$ cat config.mk
export PLATFORM = sky130hd
export DESIGN_NAME = mdio_master
export DESIGN_NICKNAME = d
export VERILOG_FILES = /design/src/rtl/mdio_pkg.sv /design/src/rtl/mdio_master_mdc_gen.sv /design/src/rtl/mdio_master.sv
export SDC_FILE = /design/constraint.sdc
export NUM_CORES = 1
export LEC_CHECK = 0
export BUFFER_PORTS_ARGS = -buffer_cell sky130_fd_sc_hd__clkbuf_2
export CAP_MARGIN = 25
export CORE_UTILIZATION = 45
export DETAILED_ROUTE_END_ITERATION = 12
export PLACE_DENSITY_LB_ADDON = 0.08
export SYNTH_ARGS = -nofsm -noshare
export SYNTH_HDL_FRONTEND = slang
export SYNTH_SLANG_ARGS = --single-unit
$ cat constraint.sdc
create_clock -name clkIn -period 3.7 [get_ports clkIn]
set_clock_uncertainty 0.1 [all_clocks]
set_input_delay 0 -clock clkIn [delete_from_list [all_inputs] [get_ports clkIn]]
set_output_delay 0 -clock clkIn [all_outputs]
set_load 0.005 [all_outputs]
$ cat src/rtl/mdio_pkg.sv
// Shared MDIO frame constants, FSM state type and header assembly helper.
package mdio_pkg;

    localparam logic [1:0] MDIO_ST    = 2'b01;
    localparam logic [1:0] MDIO_OP_WR = 2'b01;
    localparam logic [1:0] MDIO_OP_RD = 2'b10;
    localparam int         HDR_BITS   = 14;
    localparam int         DATA_BITS  = 16;

    typedef enum logic [2:0] {
        IDLE,
        PRE,
        HDR,
        TA,
        DATA,
        GAP
    } mdio_state_t;

    // ST, OP, PHYAD, REGAD packed MSB first, ready to be shifted out from bit 13 down.
    function automatic logic [HDR_BITS-1:0] mdio_header(input logic       wr,
                                                        input logic [4:0] phy,
                                                        input logic [4:0] regad);
        return {MDIO_ST, (wr ? MDIO_OP_WR : MDIO_OP_RD), phy, regad};
    endfunction

endpackage

$ cat src/rtl/mdio_master_mdc_gen.sv
// MDC divider: low phase then high phase of CLK_DIV clocks each, with drive/sample/bit-end strobes.
module mdc_gen #(
    parameter int CLK_DIV = 25
) (
    input  logic clk_i,
    input  logic rst_ni,
    input  logic en_i,
    output logic mdc_o,
    output logic fall_stb_o,
    output logic rise_stb_o,
    output logic end_stb_o
);

    localparam int            CW      = $clog2(CLK_DIV);
    localparam logic [CW-1:0] CNT_MAX = CW'(CLK_DIV - 1);

    logic [CW-1:0] cnt_q, cnt_d;
    logic          phase_q, phase_d;

    // Dropping the enable parks the divider at the start of a low phase.
    always_comb begin
        cnt_d   = '0;
        phase_d = 1'b0;
        if (en_i) begin
            if (cnt_q == CNT_MAX) begin
                cnt_d   = '0;
                phase_d = ~phase_q;
            end else begin
                cnt_d   = cnt_q + 1'b1;
                phase_d = phase_q;
            end
        end
    end

    always_ff @(posedge clk_i or negedge rst_ni) begin
        if (!rst_ni) begin
            cnt_q   <= '0;
            phase_q <= 1'b0;
        end else begin
            cnt_q   <= cnt_d;
            phase_q <= phase_d;
        end
    end

    assign mdc_o      = phase_q;
    assign fall_stb_o = en_i && !phase_q && (cnt_q == '0);
    assign rise_stb_o = en_i && !phase_q && (cnt_q == CNT_MAX);
    assign end_stb_o  = en_i &&  phase_q && (cnt_q == CNT_MAX);

endmodule

$ cat src/rtl/mdio_master.sv
// Clause-22 MDIO management master: serialises one read or write frame per accepted command.
module mdio_master
    import mdio_pkg::*;
#(
    parameter int CLK_DIV      = 25,
    parameter int PREAMBLE_LEN = 32
) (
    input  logic        clkIn,
    input  logic        rstBIn,
    input  logic        cmdValidIn,
    output logic        cmdReadyOut,
    input  logic        cmdWriteIn,
    input  logic [4:0]  cmdPhyAddrIn,
    input  logic [4:0]  cmdRegAddrIn,
    input  logic [15:0] cmdWrDataIn,
    output logic        rspValidOut,
    output logic [15:0] rspRdDataOut,
    output logic        rspErrOut,
    output logic        mdcOut,
    output logic        mdioOut,
    output logic        mdioOeOut,
    input  logic        mdioIn,
    output mdio_state_t dbgStateOut
);

    // Command handshake: a command transfers on a clock where cmdValidIn && cmdReadyOut.
    localparam logic [5:0] PRE_LAST  = 6'(PREAMBLE_LEN - 1);
    localparam logic [5:0] HDR_LAST  = 6'(HDR_BITS - 1);
    localparam logic [5:0] DATA_LAST = 6'(DATA_BITS - 1);

    mdio_state_t         state_q, state_d;
    logic [5:0]          bit_q, bit_d;
    logic                wr_q, wr_d;
    logic [4:0]          phy_q, phy_d, reg_q, reg_d;
    logic [15:0]         wdata_q, wdata_d, shift_q, shift_d, rdata_q, rdata_d;
    logic                ta_err_q, ta_err_d, err_q, err_d, rsp_q, rsp_d;
    logic                mdio_q, mdio_d, oe_q, oe_d;
    logic                run, fall_stb, rise_stb, end_stb, mdc;
    logic [HDR_BITS-1:0] hdr;

    assign run = (state_q != IDLE);
    assign hdr = mdio_header(wr_q, phy_q, reg_q);

    mdc_gen #(.CLK_DIV(CLK_DIV)) u_mdc_gen (
        .clk_i      (clkIn),
        .rst_ni     (rstBIn),
        .en_i       (run),
        .mdc_o      (mdc),
        .fall_stb_o (fall_stb),
        .rise_stb_o (rise_stb),
        .end_stb_o  (end_stb)
    );

    always_comb begin
        state_d  = state_q;
        bit_d    = bit_q;
        wr_d     = wr_q;
        phy_d    = phy_q;
        reg_d    = reg_q;
        wdata_d  = wdata_q;
        shift_d  = shift_q;
        ta_err_d = ta_err_q;
        rdata_d  = rdata_q;
        err_d    = err_q;
        rsp_d    = 1'b0;
        mdio_d   = mdio_q;
        oe_d     = oe_q;

        if (state_q == IDLE) begin
            mdio_d = 1'b1;
            oe_d   = 1'b0;
            if (cmdValidIn) begin
                wr_d    = cmdWriteIn;
                phy_d   = cmdPhyAddrIn;
                reg_d   = cmdRegAddrIn;
                wdata_d = cmdWrDataIn;
                state_d = PRE;
                bit_d   = PRE_LAST;
            end
        end else begin
            if (fall_stb) begin
                case (state_q)
                    PRE:  begin oe_d = 1'b1; mdio_d = 1'b1;             end
                    HDR:  begin oe_d = 1'b1; mdio_d = hdr[bit_q[3:0]]; end
                    // Write turnaround drives 1 then 0; bit_q counts 1 -> 0.
                    TA:   begin oe_d = wr_q; mdio_d = wr_q ? bit_q[0] : 1'b1; end
                    DATA: begin oe_d = wr_q; mdio_d = wr_q ? wdata_q[bit_q[3:0]] : 1'b1; end
                    default: begin oe_d = 1'b0; mdio_d = 1'b1; end
                endcase
            end

            if (rise_stb) begin
                if (state_q == TA && bit_q == 6'd0) begin
                    ta_err_d = mdioIn;
                end
                if (state_q == DATA && !wr_q) begin
                    shift_d = {shift_q[14:0], mdioIn};
                end
            end

            if (end_stb) begin
                if (bit_q != 6'd0) begin
                    bit_d = bit_q - 6'd1;
                end else begin
                    case (state_q)
                        PRE:  begin state_d = HDR;  bit_d = HDR_LAST;  end
                        HDR:  begin state_d = TA;   bit_d = 6'd1;      end
                        TA:   begin state_d = DATA; bit_d = DATA_LAST; end
                        DATA: begin state_d = GAP;  bit_d = 6'd0;      end
                        default: begin
                            state_d = IDLE;
                            bit_d   = 6'd0;
                            rsp_d   = 1'b1;
                            err_d   = !wr_q && ta_err_q;
                            if (!wr_q) begin
                                rdata_d = shift_q;
                            end
                        end
                    endcase
                end
            end
        end
    end

    always_ff @(posedge clkIn or negedge rstBIn) begin
        if (!rstBIn) begin
            state_q  <= IDLE;
            bit_q    <= '0;
            wr_q     <= 1'b0;
            phy_q    <= '0;
            reg_q    <= '0;
            wdata_q  <= '0;
            shift_q  <= '0;
            ta_err_q <= 1'b0;
            rdata_q  <= '0;
            err_q    <= 1'b0;
            rsp_q    <= 1'b0;
            mdio_q   <= 1'b1;
            oe_q     <= 1'b0;
        end else begin
            state_q  <= state_d;
            bit_q    <= bit_d;
            wr_q     <= wr_d;
            phy_q    <= phy_d;
            reg_q    <= reg_d;
            wdata_q  <= wdata_d;
            shift_q  <= shift_d;
            ta_err_q <= ta_err_d;
            rdata_q  <= rdata_d;
            err_q    <= err_d;
            rsp_q    <= rsp_d;
            mdio_q   <= mdio_d;
            oe_q     <= oe_d;
        end
    end

    assign cmdReadyOut  = (state_q == IDLE);
    assign rspValidOut  = rsp_q;
    assign rspRdDataOut = rdata_q;
    assign rspErrOut    = err_q;
    assign mdcOut       = mdc;
    assign mdioOut      = mdio_q;
    assign mdioOeOut    = oe_q;
    assign dbgStateOut  = state_q;

endmodule

Yosys cells after proc, flatten, opt, wreduce, memory -nomap -nowiden:

Cells that the tools add are included.

* RAM bits: 0
* bits in latches: 0
* memories: 0
* input port bits: 31
* memory bits (read-only): 0
* flip-flop bits (word level): 79

* reduce and logical (&&, ||, !) cells: 27
* equality and inequality tests: 8
* mux-type cells: 31
* div/mod/pow operators: 0
* shift operators: 0
* add/subtract/negate cells: 2
* bitwise gates (word level): 5
* magnitude comparators: 1
* multiply operators: 0

Operator list (count)
* 2-to-1 mux 6 bit: 4
* 2-to-1 mux 1 bit: 14
* 2-to-1 mux 3 bit: 4
* one-hot mux 3 bit (4 select lines): 1
* one-hot mux 4 bit (3 select lines): 1
* 2-to-1 mux 5 bit: 2
* AND reduction 3 bit: 3
* binary-select mux 1 bit (select 4 bit): 2
* logical AND 1 bit: 8
* equality test 3 x 2 -> 1 bit, second input constant: 2
* logical NOT 6 bit: 1
* != test 2 bit, second input constant: 3
* nonzero test 6 bit: 1
* subtractor 6 x 1 -> 6 bit, second input constant: 1
* adder 5 x 1 -> 5 bit, second input constant: 1
* equality test 5 bit, second input constant: 1
* logical NOT 5 bit: 1
* < comparator 4 x 5 -> 1 bit, second input constant: 1
* NOT 1 bit: 5
* AND reduction 5 bit: 1
* AND reduction 2 bit: 2
* AND reduction 4 bit: 1
* nonzero test 2 bit: 2
* OR reduction 2 bit: 2
* 9 further kinds: 10

Logic depth before layout (Yosys ltp):

Gate-level depths: netlist of run 1.

* word-level depth: 6
* mapped depth: 9
* depth with buffers taken out: 7

By module:

A second synthesis of run 1 with hierarchy kept.

* cell total of the unflattened synthesis: 281
* area total of the unflattened synthesis: 3656.0 sq um

Modules (own cells, without submodules)
* mdio_master: cells each 250, instances 1, area each 3344.5 sq um, seq. area each 1828.0 sq um
* mdc_gen: cells each 31, instances 1, area each 311.5 sq um, seq. area each 150.1 sq um

Least setup slack after synthesis of run 1:

Ideal clock, no wire load.

* path kind: flip-flop to flip-flop
* start point: reg bit_q[0]
* end point: reg rdata_q[10], in the netlist rspRdDataOut[10]
* path buffers: 3
* arrival: 2.264 ns
* stages on the path, launching flop included: 10
* slack: 1.211 ns
* clock period less this slack: 2.489 ns
* library setup time: 0.125 ns
* path through: dfrtp_1 buf_2 buf_2 inv_1 ha_1 nand3_4 or4_4 nor2_8 buf_12 mux2_4

* word-level cells in the longest chain between the ends: 3

RTL lines
* start, declared: RTL line mdio_master.sv:32 `logic [5:0] bit_q, bit_d;`
* start signal, assigned: RTL line mdio_master.sv:142 `bit_q <= bit_d;`
* nonzero test 6 bit: RTL line mdio_master.sv:102 `if (bit_q != 6'd0) begin`
* NOT 1 bit (no source line)
* AND reduction 5 bit (no source line)
* end signal, assigned: RTL line mdio_master.sv:149 `rdata_q <= rdata_d;`
* end, declared: RTL line mdio_master.sv:35 `logic [15:0] wdata_q, wdata_d, shift_q, shift_d, rdata_q, rdata_d;`

Every way passes these cells.
A chain may end at the register's enable or synchronous reset.

Worst setup path in the final report of run 1:

* start point: reg bit_q[0]
* end point: reg rdata_q[0], in the netlist rspRdDataOut[0]

The elaborated chain is that of the path after synthesis.

==> metrics, run 1 <==
outcome=finished clean; adder-cell area share of the yosys netlist=1.37%; final WL=6990 um; number of synthesized flops with an enable pin=0; CP Class=register to register; WL met3=249 um; share of layout cells above drive strength 1=39.0%; die span in y=92.1 um; vias in the first global route=2494; IO Pins=56; first-pass GRT wire length=12000 um; Psw=352 uW; synthesis-to-layout area growth=23.0%; Routed Antenna Nets=0; Clock Power Share=39.3%; antenna violations before repair=0; Die ar.=0.00849 mm2; worst path arrival time=2860 ps; sequential-to-total area share from yosys stat=54.1%; Synth Area per Inst=12.9 um2; H-tree Lvls=3; Port-buffer cells=55; Total Nets Final=402; wire length per cell=14.8 um; Filler Cells Inserted=671; Reg clk slew, reported paths=80 ps; final cycle utilization of the critical path=73.9%; R2R Setup Slk=960 ps; Netlist cell types=46; Total GRT Usage=18.2%; standard-cell rows=32; Die W=92.1 um; initial cell density of the core=46.8%; CTS tree=built; simple-gate share of the synthesized area=9.93%; FF+latch count, synth=79; hold crit path type=primary input to asynchronous set/reset pin; setup bufs post-CTS=0; Tightest Pin Transition=725 ps; post-route cell area=0.00450 mm2; fmax=366 MHz; most common cell after layout, fill and taps aside=dfrtp_1; largest family of logic cells by synthesized area=multiplexers; DR vias/cell=5.16; critical path required time=3830 ps; DRC=0; sequential cell area=0.00198 mm2; DR vias=2446; power per cell area=359 mW/mm2; met1 WL=3470 um; Final Setup Violations=0; post-synthesis xor/xnor area fraction=0.959%; CTS resizes=0; Crit. End Element=register; Final HPWL DP=4640 um; Num CTS Buffers=9; Worst-Skew Late Latency=340 ps; Mapped Area=0.00365 mm2; ys flop type=dfrtp_1; CTS Sinks=79; Flop pwr share=55.2%; Pleak=2.24 nW; RSZ-0062 raised after global routing=no; switching share of total power=21.8%; antenna cell count=0; worst vdd ir=241 uV; WL met2=3180 um; routability cong.=0.835; maximum clock insertion buffer count=2; Syn Nets=319; area of the multi-input gates=0.00154 mm2; GRT overflow=0; Compound-Gate Fraction of Synth Area=5.37%; Root Driver=clkbuf_8; largest net degree at the start of global routing=80; Syn. warnings=0; core box area=0.00781 mm2; asr flop ratio synth=100%; combinational share of power=5.5%; highest routed layer=met4; cell area after placement=0.00398 mm2; most frequent cells in the layout=dfrtp_1, clkbuf_2, mux2_2; clock period minus worst slack=2740 ps; setup_tns=0 ps; Synth Instances=284; max capacitance violation total=0; Slew Limit Fails=0; Worst setup SP type=register; relative slew slack=51.7%; Iter 0 DRT Violations=114; drt pass-1 iters=4; post-synthesis mux area share=24.3%; Int Pwr=1.26 mW; worst-path maximum fanout=16; Post-CTS Hold Fix Bufs=30; Final Hold Vio Count=0
sequential cells by signal (all words and copies together), names as in the netlist, 3 cells and up:
| name | flops |
|---|---|
| phy_q | 5 |
| dbgStateOut | 3 |
| shift_q | 16 |
| wdata_q | 16 |
| u_mdc_gen.cnt_q | 5 |
| reg_q | 5 |
| rspRdDataOut | 16 |
| bit_q | 6 |
cell usage after synthesis, drive strengths merged (3+ instances only):
| cell type | instances | share of area (%) |
|---|---|---|
| nor2 | 17 | 2.4 |
| nand2 | 10 | 1.0 |
| mux2 | 63 | 20 |
| a21oi | 9 | 1.2 |
| o21ai | 12 | 1.6 |
| o22ai | 3 | 0.51 |
| ha | 4 | 1.4 |
| inv | 11 | 1.1 |
| nand3 | 7 | 1.3 |
| mux2i | 12 | 3.3 |
| clkbuf | 3 | 0.31 |
| dfrtp | 78 | 53 |
| nor4 | 4 | 0.68 |
| nor3 | 8 | 1.1 |
| buf | 13 | 2.5 |
worst max-delay path, stage by stage, from the launching register on:
cell,delay (ps)
dfrtp_1,650
inv_1,210
ha_1,280
nand3_4,140
or4_4,550
nor2_8,320
mux2_2,380
worst paths after layout:
check,start,endpoint,depth (start not counted)
max,bit_q[0],rspRdDataOut[0],6
min,rstBIn,u_mdc_gen.cnt_q[3],2
max reg2reg,bit_q[0],rspRdDataOut[0],6
min reg2reg,u_mdc_gen.cnt_q[0],u_mdc_gen.cnt_q[0],1
max in group asynchronous,rstBIn,shift_q[1],3
min in group clkIn,cmdRegAddrIn[4],reg_q[4],3
power by group through the flow:
stage	sequential, mW	clock (mW)	combinational (mW)
3_5_place_dp	0.909	0	0.0628
6_report	0.892	0.634	0.0885
4_1_cts	0.892	0.653	0.0876
3_3_place_gp	0.909	0	0.0618
2_1_floorplan	0.902	0	0.0283
5_1_grt	0.894	0.685	0.0989
logic make-up (layout without fill, tap and decap cells):
group / after synthesis / after routing
flip-flops: 79 / 79
multiplexers: 76 / 76
AND/OR/NAND/NOR: 61 / 61
AO/OA/AOI/OAI: 33 / 33
buffers and inverters: 27 / 115
adder cells (fa/ha/maj): 4 / 4
XOR/XNOR: 4 / 4
layout make-up:
| type | instances | area share [%] |
|---|---|---|
| flip-flops and latches | 79 | 44.0 |
| inverters | 11 | 0.918 |
| clock inverters | 5 | 1.28 |
| well taps | 102 | 2.84 |
| clock buffers | 11 | 3.15 |
| multi-input cells | 178 | 34.2 |
| repair buffers | 88 | 13.6 |
layer usage:
layer  GRT usage [%]  vias up
li1                -     1183
met1            25.7     1201
met2            27.9       52
met3            4.06       10
met4            5.47        0
met5               0        -
stage by stage:
step                hold slack (ps)  utilization [%]  setup WS (ps)  cells  total power [mW]
floorplan                      -396                -           1210    284             0.930
global placement                130             50.9           1050    427             0.971
detailed placement              132             50.9            956    427             0.972
CTS                             300             57.3            942    473              1.63
global route                    117             57.6            832    474              1.68
finish                         65.1             57.6            964    474              1.61
(Power assumes the default switching activity.)
==> run 2, diff against run 1 <==
ABC_AREA = 1   (was unset)
clock period = 2.4 ns   (was 3.7 ns; I/O delays follow)
==> run 2 against run 1 <==
Against the previous run: critical endpoint is now rspRdDataOut[5]; combinational power rose to 11 times the previous value; design area grew 3.8%; the flow now finishes with violations (hold timing); clock-buffer cell count is 2 lower; largest power group unchanged; die area grew 2.1%; global-route usage is 1.6 points higher; non-clock buffer count rose by 4; hold slack got worse by 91 ps; critical path depth up 6; maximum frequency is 28% higher; power grew to 2.5 times the previous value; highest routed layer unchanged.
==> metrics, run 2 <==
outcome=finished with violations (was finished clean); violated checks=hold timing; fmax=469 MHz (was 366 MHz); met3 global-route usage=3.50% (was 4.06%); Reg clk slew, reported paths=90 ps (was 80 ps); R2R Setup Slk=270 ps (was 960 ps); setup_tns=0 ps (unchanged); Syn. warnings=0 (unchanged); final WL=7750 um (was 6990 um); max capacitance violation total=0 (unchanged); Root Driver=clkbuf_8 (unchanged); Iter 0 DRT Violations=136 (was 114); top cell type's share of synthesized area=52.3% (was 53.4%); Pleak=2.32 nW (was 2.24 nW); Int Pwr=2.79 mW (was 1.26 mW); Final Setup Violations=0 (unchanged); wire length per cell=12.2 um (was 14.8 um); first-pass GRT wire length=13500 um (was 12000 um); largest net degree at the start of global routing=80 (unchanged); Tightest Pin Transition=360 ps (was 725 ps); simple-gate share of the synthesized area=26.1% (was 9.93%); CTS Sinks=79 (unchanged); sequential-to-total area share from yosys stat=53.0% (was 54.1%); M2 GR Usage=31.9% (was 27.9%); Worst setup SP type=register (unchanged); Port-buffer cells=55 (unchanged); relative slew slack=75.8% (was 51.7%); die span in y=93.1 um (was 92.1 um); most frequent cells in the layout=nand2_1, dfrtp_1, clkbuf_2 (was dfrtp_1, clkbuf_2, mux2_2); vias in the first global route=3003 (was 2494); Syn Nets=477 (was 319); Psw=1.29 mW (was 352 uW); routability cong.=0.857 (was 0.835); switching share of total power=31.6% (was 21.8%); hold crit path type=primary input to asynchronous set/reset pin (unchanged); Final HPWL DP=5030 um (was 4640 um); maximum clock insertion buffer count=2 (unchanged); DRC=0 (unchanged); GRT busiest layer=met2 (unchanged); standard-cell rows=32 (unchanged); core box area=0.00789 mm2 (was 0.00781 mm2); initial cell density of the core=47.3% (was 46.8%); ys flop type=dfrtp_1 (unchanged); worst-path maximum fanout=32 (was 16); IO Pins=56 (unchanged); post-synthesis mux area share=0.302% (was 24.3%); Flop pwr share=43.4% (was 55.2%); most frequent cells after synthesis=nand2_1, dfrtp_1, inv_1, o21ai_1, nor2_1 (was dfrtp_1, mux2_2, nor2_1, mux2i_1, o21ai_0); Compound-Gate Fraction of Synth Area=10.2% (was 5.37%); CTS tree=built (unchanged); CP Class=register to register (unchanged); worst hold slack=-26.0 ps (was 65.1 ps); worst-case reg-to-reg path depth=12 (was 6); Mapped Area=0.00373 mm2 (was 0.00365 mm2); power per cell area=874 mW/mm2 (was 359 mW/mm2); DR vias=3050 (was 2446); antenna violations before repair=0 (unchanged); number of synthesized flops with an enable pin=0 (unchanged); most common cell after layout, fill and taps aside=nand2_1 (was dfrtp_1); drt pass-1 iters=4 (unchanged); adder-cell area share of the yosys netlist=1.34% (was 1.37%); worst vdd ir=554 uV (was 241 uV); worst stage delay on the critical path=460 ps (was 650 ps); cell taking the most area after synthesis=dfrtp_1 (unchanged); Final Hold Vio Count=23 (was 0); synth top area cells=dfrtp_1, nand2_1, inv_1 (was dfrtp_1, mux2_2, mux2_4); r2r startpoint=bit_q[1] (was bit_q[0]); Synth Instances=442 (was 284); r2r endpoint=rspRdDataOut[5] (was rspRdDataOut[0]); CP cell instances=inv_1 -> ha_1 -> inv_1 -> nor2_4 -> nand2_2 -> nor2_4 -> nand2_4 -> nor2_4 -> nand4_4 -> buf_4 -> nand2_1 -> o21ai_2 (was inv_1 -> ha_1 -> nand3_4 -> or4_4 -> nor2_8 -> mux2_2); Total Nets Final=565 (was 402); Worst-Skew Late Latency=350 ps (was 340 ps); asr flop ratio synth=100% (unchanged); Slew Limit Fails=0 (unchanged); Total GRT Usage=19.8% (was 18.2%); RSZ-0062 raised after global routing=no (unchanged); slowest CP cell=dfrtp_1 (unchanged); Num CTS Buffers=9 (unchanged); Die ar.=0.00866 mm2 (was 0.00849 mm2); most frequent CP cell=nor2_4; H-tree Lvls=3 (unchanged); DR vias/cell=4.79 (was 5.16); met1 GRT Util=26.6% (was 25.7%); Synth Area per Inst=8.44 um2 (was 12.9 um2); clock period minus worst slack=2130 ps (was 2740 ps); cell family with the largest share of critical-path delay=simple AND/OR/NAND/NOR gates (unchanged); Clock Power Share=32.3% (was 39.3%); GRT overflow=0 (unchanged); critical path required time=2530 ps (was 3830 ps); WP buf/inv=3 (was 1); FF+latch count, synth=79 (unchanged); Filler Cells Inserted=714 (was 671); Crit. End Element=register (unchanged); Routed Antenna Nets=0 (unchanged); Final Util=59.2% (was 57.6%); most common cell in the netlist=nand2_1 (was dfrtp_1); antenna cell count=0 (unchanged); combinational share of power=24.3% (was 5.5%); Netlist cell types=32 (was 46); post-synthesis xor/xnor area fraction=0.469% (was 0.959%); Die W=93.1 um (was 92.1 um); final cycle utilization of the critical path=88.9% (was 73.9%); largest family of logic cells by synthesized area=simple AND/OR/NAND/NOR gates (was multiplexers); synthesis-to-layout area growth=25.1% (was 23.0%); setup bufs post-CTS=0 (unchanged); worst path arrival time=2270 ps (was 2860 ps); share of layout cells above drive strength 1=20.9% (was 39.0%)
-- run 2: cell count changes in the layout (fill, tap and decap cells not counted), moves of 5 or more --
cell / delta
o21ai_0: +10
nand2_1: +143
o21ai_2: +9
mux2_4: -10
o21ai_1: +27
nor2_1: +10
nor3_1: -6
nand3_1: +13
a21oi_1: -5
inv_1: +39
mux2_2: -51
mux2i_1: -12
-- run 2: repair_timing --
action / CTS / global route
hold buffers: 31 / 0
endpoints found under the setup margin: 0 / 2
endpoints found under the hold margin: 107 / 0
gates resized for setup: 0 / 2
-- run 2: area by class of cell --
type | count | area, um2 | share of cell area, %
clock inverters | 7 | 143 | 3.06
well taps | 102 | 128 | 2.73
clock buffers | 9 | 124 | 2.65
repair buffers | 92 | 653 | 14.0
flip-flops and latches | 79 | 1980 | 42.4
multi-input cells | 293 | 1430 | 30.7
inverters | 55 | 209 | 4.48
-- run 2: cell families (layout without fill, tap and decap cells) --
family                   count (synthesis)  count (layout)
AND/OR/NAND/NOR                        219             219
multiplexers                             1               1
XOR/XNOR                                 2               2
buffers and inverters                   70             163
flip-flops                              79              79
AO/OA/AOI/OAI                           67              67
adder cells (fa/ha/maj)                  4               4
-- run 2: metal layers --
layer	part of all wire [%]	wire length (um)
met5	0	0
met4	0.98	76
met3	3.4	263
met2	47	3630
met1	49	3780
-- run 2: power groups by stage --
stage | Combinational (mW) | Sequential [mW] | Clock (mW)
after floorplan | 0.715 | 1.74 | 0
after global placement | 0.914 | 1.78 | 0
after detailed placement | 0.926 | 1.79 | 0
after CTS | 0.993 | 1.77 | 1.35
after global routing | 1.15 | 1.80 | 1.40
final | 0.990 | 1.77 | 1.32
-- run 2: how the worst max path moves through the flow --
| stage | startpoint | to | slack, ps | cells after the start |
|---|---|---|---|---|
| after floorplan | bit_q[0] | rspRdDataOut[12] | 410 | 13 |
| after global placement | bit_q[1] | rspRdDataOut[14] | 340 | 12 |
| after detailed placement | bit_q[1] | rspRdDataOut[13] | 260 | 12 |
| after CTS | dbgStateOut[0] | wdata_q[15] | 90 | 8 |
| after global routing | bit_q[1] | rspRdDataOut[9] | 90 | 12 |
| final | bit_q[1] | rspRdDataOut[5] | 270 | 12 |
-- run 2: per-stage QoR --
step | std cells | total power [mW] | cell area, um2 | setup slack [ps] | hold WS (ps)
after CTS | 636 | 4.11 | 4640 | 88.2 | 1.36
after floorplan | 442 | 2.45 | 3730 | 410 | -396
after global routing | 637 | 4.35 | 4670 | 93.0 | 8.61
after global placement | 589 | 2.70 | 4060 | 343 | 94.0
final | 637 | 4.08 | 4670 | 267 | -26.0
after detailed placement | 589 | 2.72 | 4060 | 261 | 100
==> run 3, diff against run 2 <==
clock period = 2.3 ns   (was 2.4 ns; I/O delays follow)
==> run 3 against run 2 <==
Against the previous run: the run now ends clean; first-iteration DRC count is 10% higher; via count is 1.2% lower; sequential share of layout area is 0.66 points higher; critical path depth stayed put; power is 3.6% lower; wire length stayed put; non-clock buffer count stayed put; cell count stayed put; design area is 1.5% lower; critical path type unchanged; core utilization is 0.90 points lower; combinational power is 4% higher; flip-flop and latch count stayed put.
==> metrics, run 3 (same netlist as run 2, synthesis figures left out) <==
Routed Antenna Nets=0 (unchanged); Total Nets Final=565 (unchanged); CTS Sinks=79 (unchanged); Crit. End Element=register (unchanged); critical path required time=2430 ps (was 2530 ps); outcome=finished clean (was finished with violations); Setup WS pre-CTS=252 ps (was 261 ps); CP Class=register to register (unchanged); switching share of total power=33.4% (was 31.6%); Worst-Skew Late Latency=350 ps (about the same); Slew Limit Fails=0 (unchanged); first-pass GRT wire length=13500 um (about the same); clock period minus worst slack=2070 ps (was 2130 ps); Iter 0 DRT Violations=150 (was 136); hold crit path type=primary input to asynchronous set/reset pin (unchanged); die span in y=93.1 um (unchanged); Reg clk slew, reported paths=80 ps (was 90 ps); final cycle utilization of the critical path=89.8% (was 88.9%); worst path arrival time=2200 ps (was 2270 ps); maximum clock insertion buffer count=2 (unchanged); antenna violations before repair=0 (unchanged); Die ar.=0.00866 mm2 (unchanged); DRC=0 (unchanged); Port-buffer cells=55 (unchanged); setup_tns=0 ps (unchanged); Tightest Pin Transition=540 ps (was 360 ps); synthesis-to-layout area growth=23.2% (was 25.1%); vias in the first global route=2932 (was 3003); standard-cell rows=32 (unchanged); relative slew slack=63.9% (was 75.8%); most common cell after layout, fill and taps aside=nand2_1 (unchanged); worst-path maximum fanout=32 (unchanged); Clock Power Share=27.3% (was 32.3%); Filler Cells Inserted=733 (was 714); antenna cell count=0 (unchanged); Final Setup Violations=0 (unchanged); DR vias=3013 (was 3050); RSZ-0062 raised after global routing=no (unchanged); Worst setup SP type=register (unchanged); max capacitance violation total=0 (unchanged); Non-Filler Instances=637 (unchanged); H-tree Lvls=3 (unchanged); drt pass-1 iters=5 (was 4); Num CTS Buffers=9 (unchanged); Final Util=58.3% (was 59.2%); initial cell density of the core=47.3% (unchanged); most frequent cells in the layout=nand2_1, dfrtp_1, clkbuf_2 (unchanged); DR vias/cell=4.73 (was 4.79); final WL=7750 um (unchanged); wire length per cell=12.2 um (unchanged); Root Driver=clkbuf_8 (unchanged); Power Total=3.93 mW (was 4.08 mW); GRT overflow=0 (unchanged); fmax=484 MHz (was 469 MHz); Psw=1.31 mW (was 1.29 mW); Die W=93.1 um (unchanged); final setup margin=234 ps (was 267 ps); combinational share of power=26.3% (was 24.3%); core box area=0.00789 mm2 (unchanged); Final HPWL DP=5040 um (was 5030 um); worst vdd ir=475 uV (was 554 uV); routability cong.=0.863 (was 0.857); Total GRT Usage=20.2% (was 19.8%); IO Pins=56 (unchanged); DP Cell Count=591 (was 589); CTS tree=built (unchanged); Final Hold Vio Count=0 (was 23); power per cell area=855 mW/mm2 (was 874 mW/mm2); largest net degree at the start of global routing=46 (was 80); share of layout cells above drive strength 1=21.1% (was 20.9%); Pleak=2.29 nW (was 2.32 nW); Flop pwr share=46.4% (was 43.4%); Int Pwr=2.62 mW (was 2.79 mW)
==> run 3: cell types whose count changed in the layout (fill, tap and decap cells not counted), sizes merged <==
cell | previous run | this run
buf | 7 | 8
bufinv | 4 | 1
clkbuf | 63 | 65
clkinv | 1 | 3
clkinvlp | 0 | 1
dlygate4sd3 | 31 | 30
inv | 57 | 55
==> run 3: final timing paths <==
| kind | startpoint | to | slack (ps) | cells after the start |
|---|---|---|---|---|
| max | bit_q[1] | rspRdDataOut[9] | 230 | 12 |
| min in group clkIn | cmdWrDataIn[3] | wdata_q[3] | 270 | 4 |
| max in group asynchronous | rstBIn | mdioOut | 1420 | 3 |
| max reg2reg | bit_q[1] | rspRdDataOut[9] | 230 | 12 |
| min | rstBIn | phy_q[4] | 40 | 2 |
| min reg2reg | wdata_q[12] | wdata_q[12] | 380 | 2 |
==> run 3: metal layers <==
metal / up-vias / track usage (%) / wire, um
li1: 1562 / - / -
met1: 1379 / 26.8 / 3820
met2: 60 / 31.7 / 3550
met3: 12 / 3.82 / 240
met4: 0 / 9.74 / 140
met5: - / 0 / 0
==> run 3: layout make-up <==
type	count	area [um2]	share of cell area [%]
sequential	79	1980	43.0
multi-input combinational	293	1430	31.2
timing repair buffer	92	643	14.0
inverter	55	206	4.49
clock buffer	11	151	3.29
tap	102	128	2.78
clock inverter	5	56.3	1.22
==> run 3: stage by stage <==
| stage | hold WS (ps) | cell area (um2) |
|---|---|---|
| after detailed placement | -110 | 4090 |
| after CTS | 43.5 | 4600 |
| after global routing | 82.1 | 4600 |
| after global placement | -109 | 4090 |
| after floorplan | -396 | 3730 |
| final | 37.1 | 4600 |
==> run 3: power groups by stage <==
stage | Combinational (mW) | Clock, mW | Sequential, mW
floorplan | 0.746 | 0 | 1.81
global placement | 0.983 | 0 | 1.85
detailed placement | 0.999 | 0 | 1.84
CTS | 1.05 | 1.11 | 1.82
global route | 1.19 | 1.17 | 1.86
finish | 1.03 | 1.07 | 1.83
==> run 3: repair_timing <==
action                    in CTS  in global routing
hold endpoints to repair     113                  0
hold buffers                  30                  0
setup buffers                  0                  0
resized for setup              0                  0
==> run 3: critical path, cell delays in order, from the launching register on <==
cell and delay [ps]:
dfrtp_1 380, inv_1 180, ha_1 230, inv_1 70, nor2_4 90, nand2_2 80
nor2_4 120, nand2_4 100, nor2_4 110, nand4_4 60, buf_4 270, nand2_1 100
o21ai_1 60
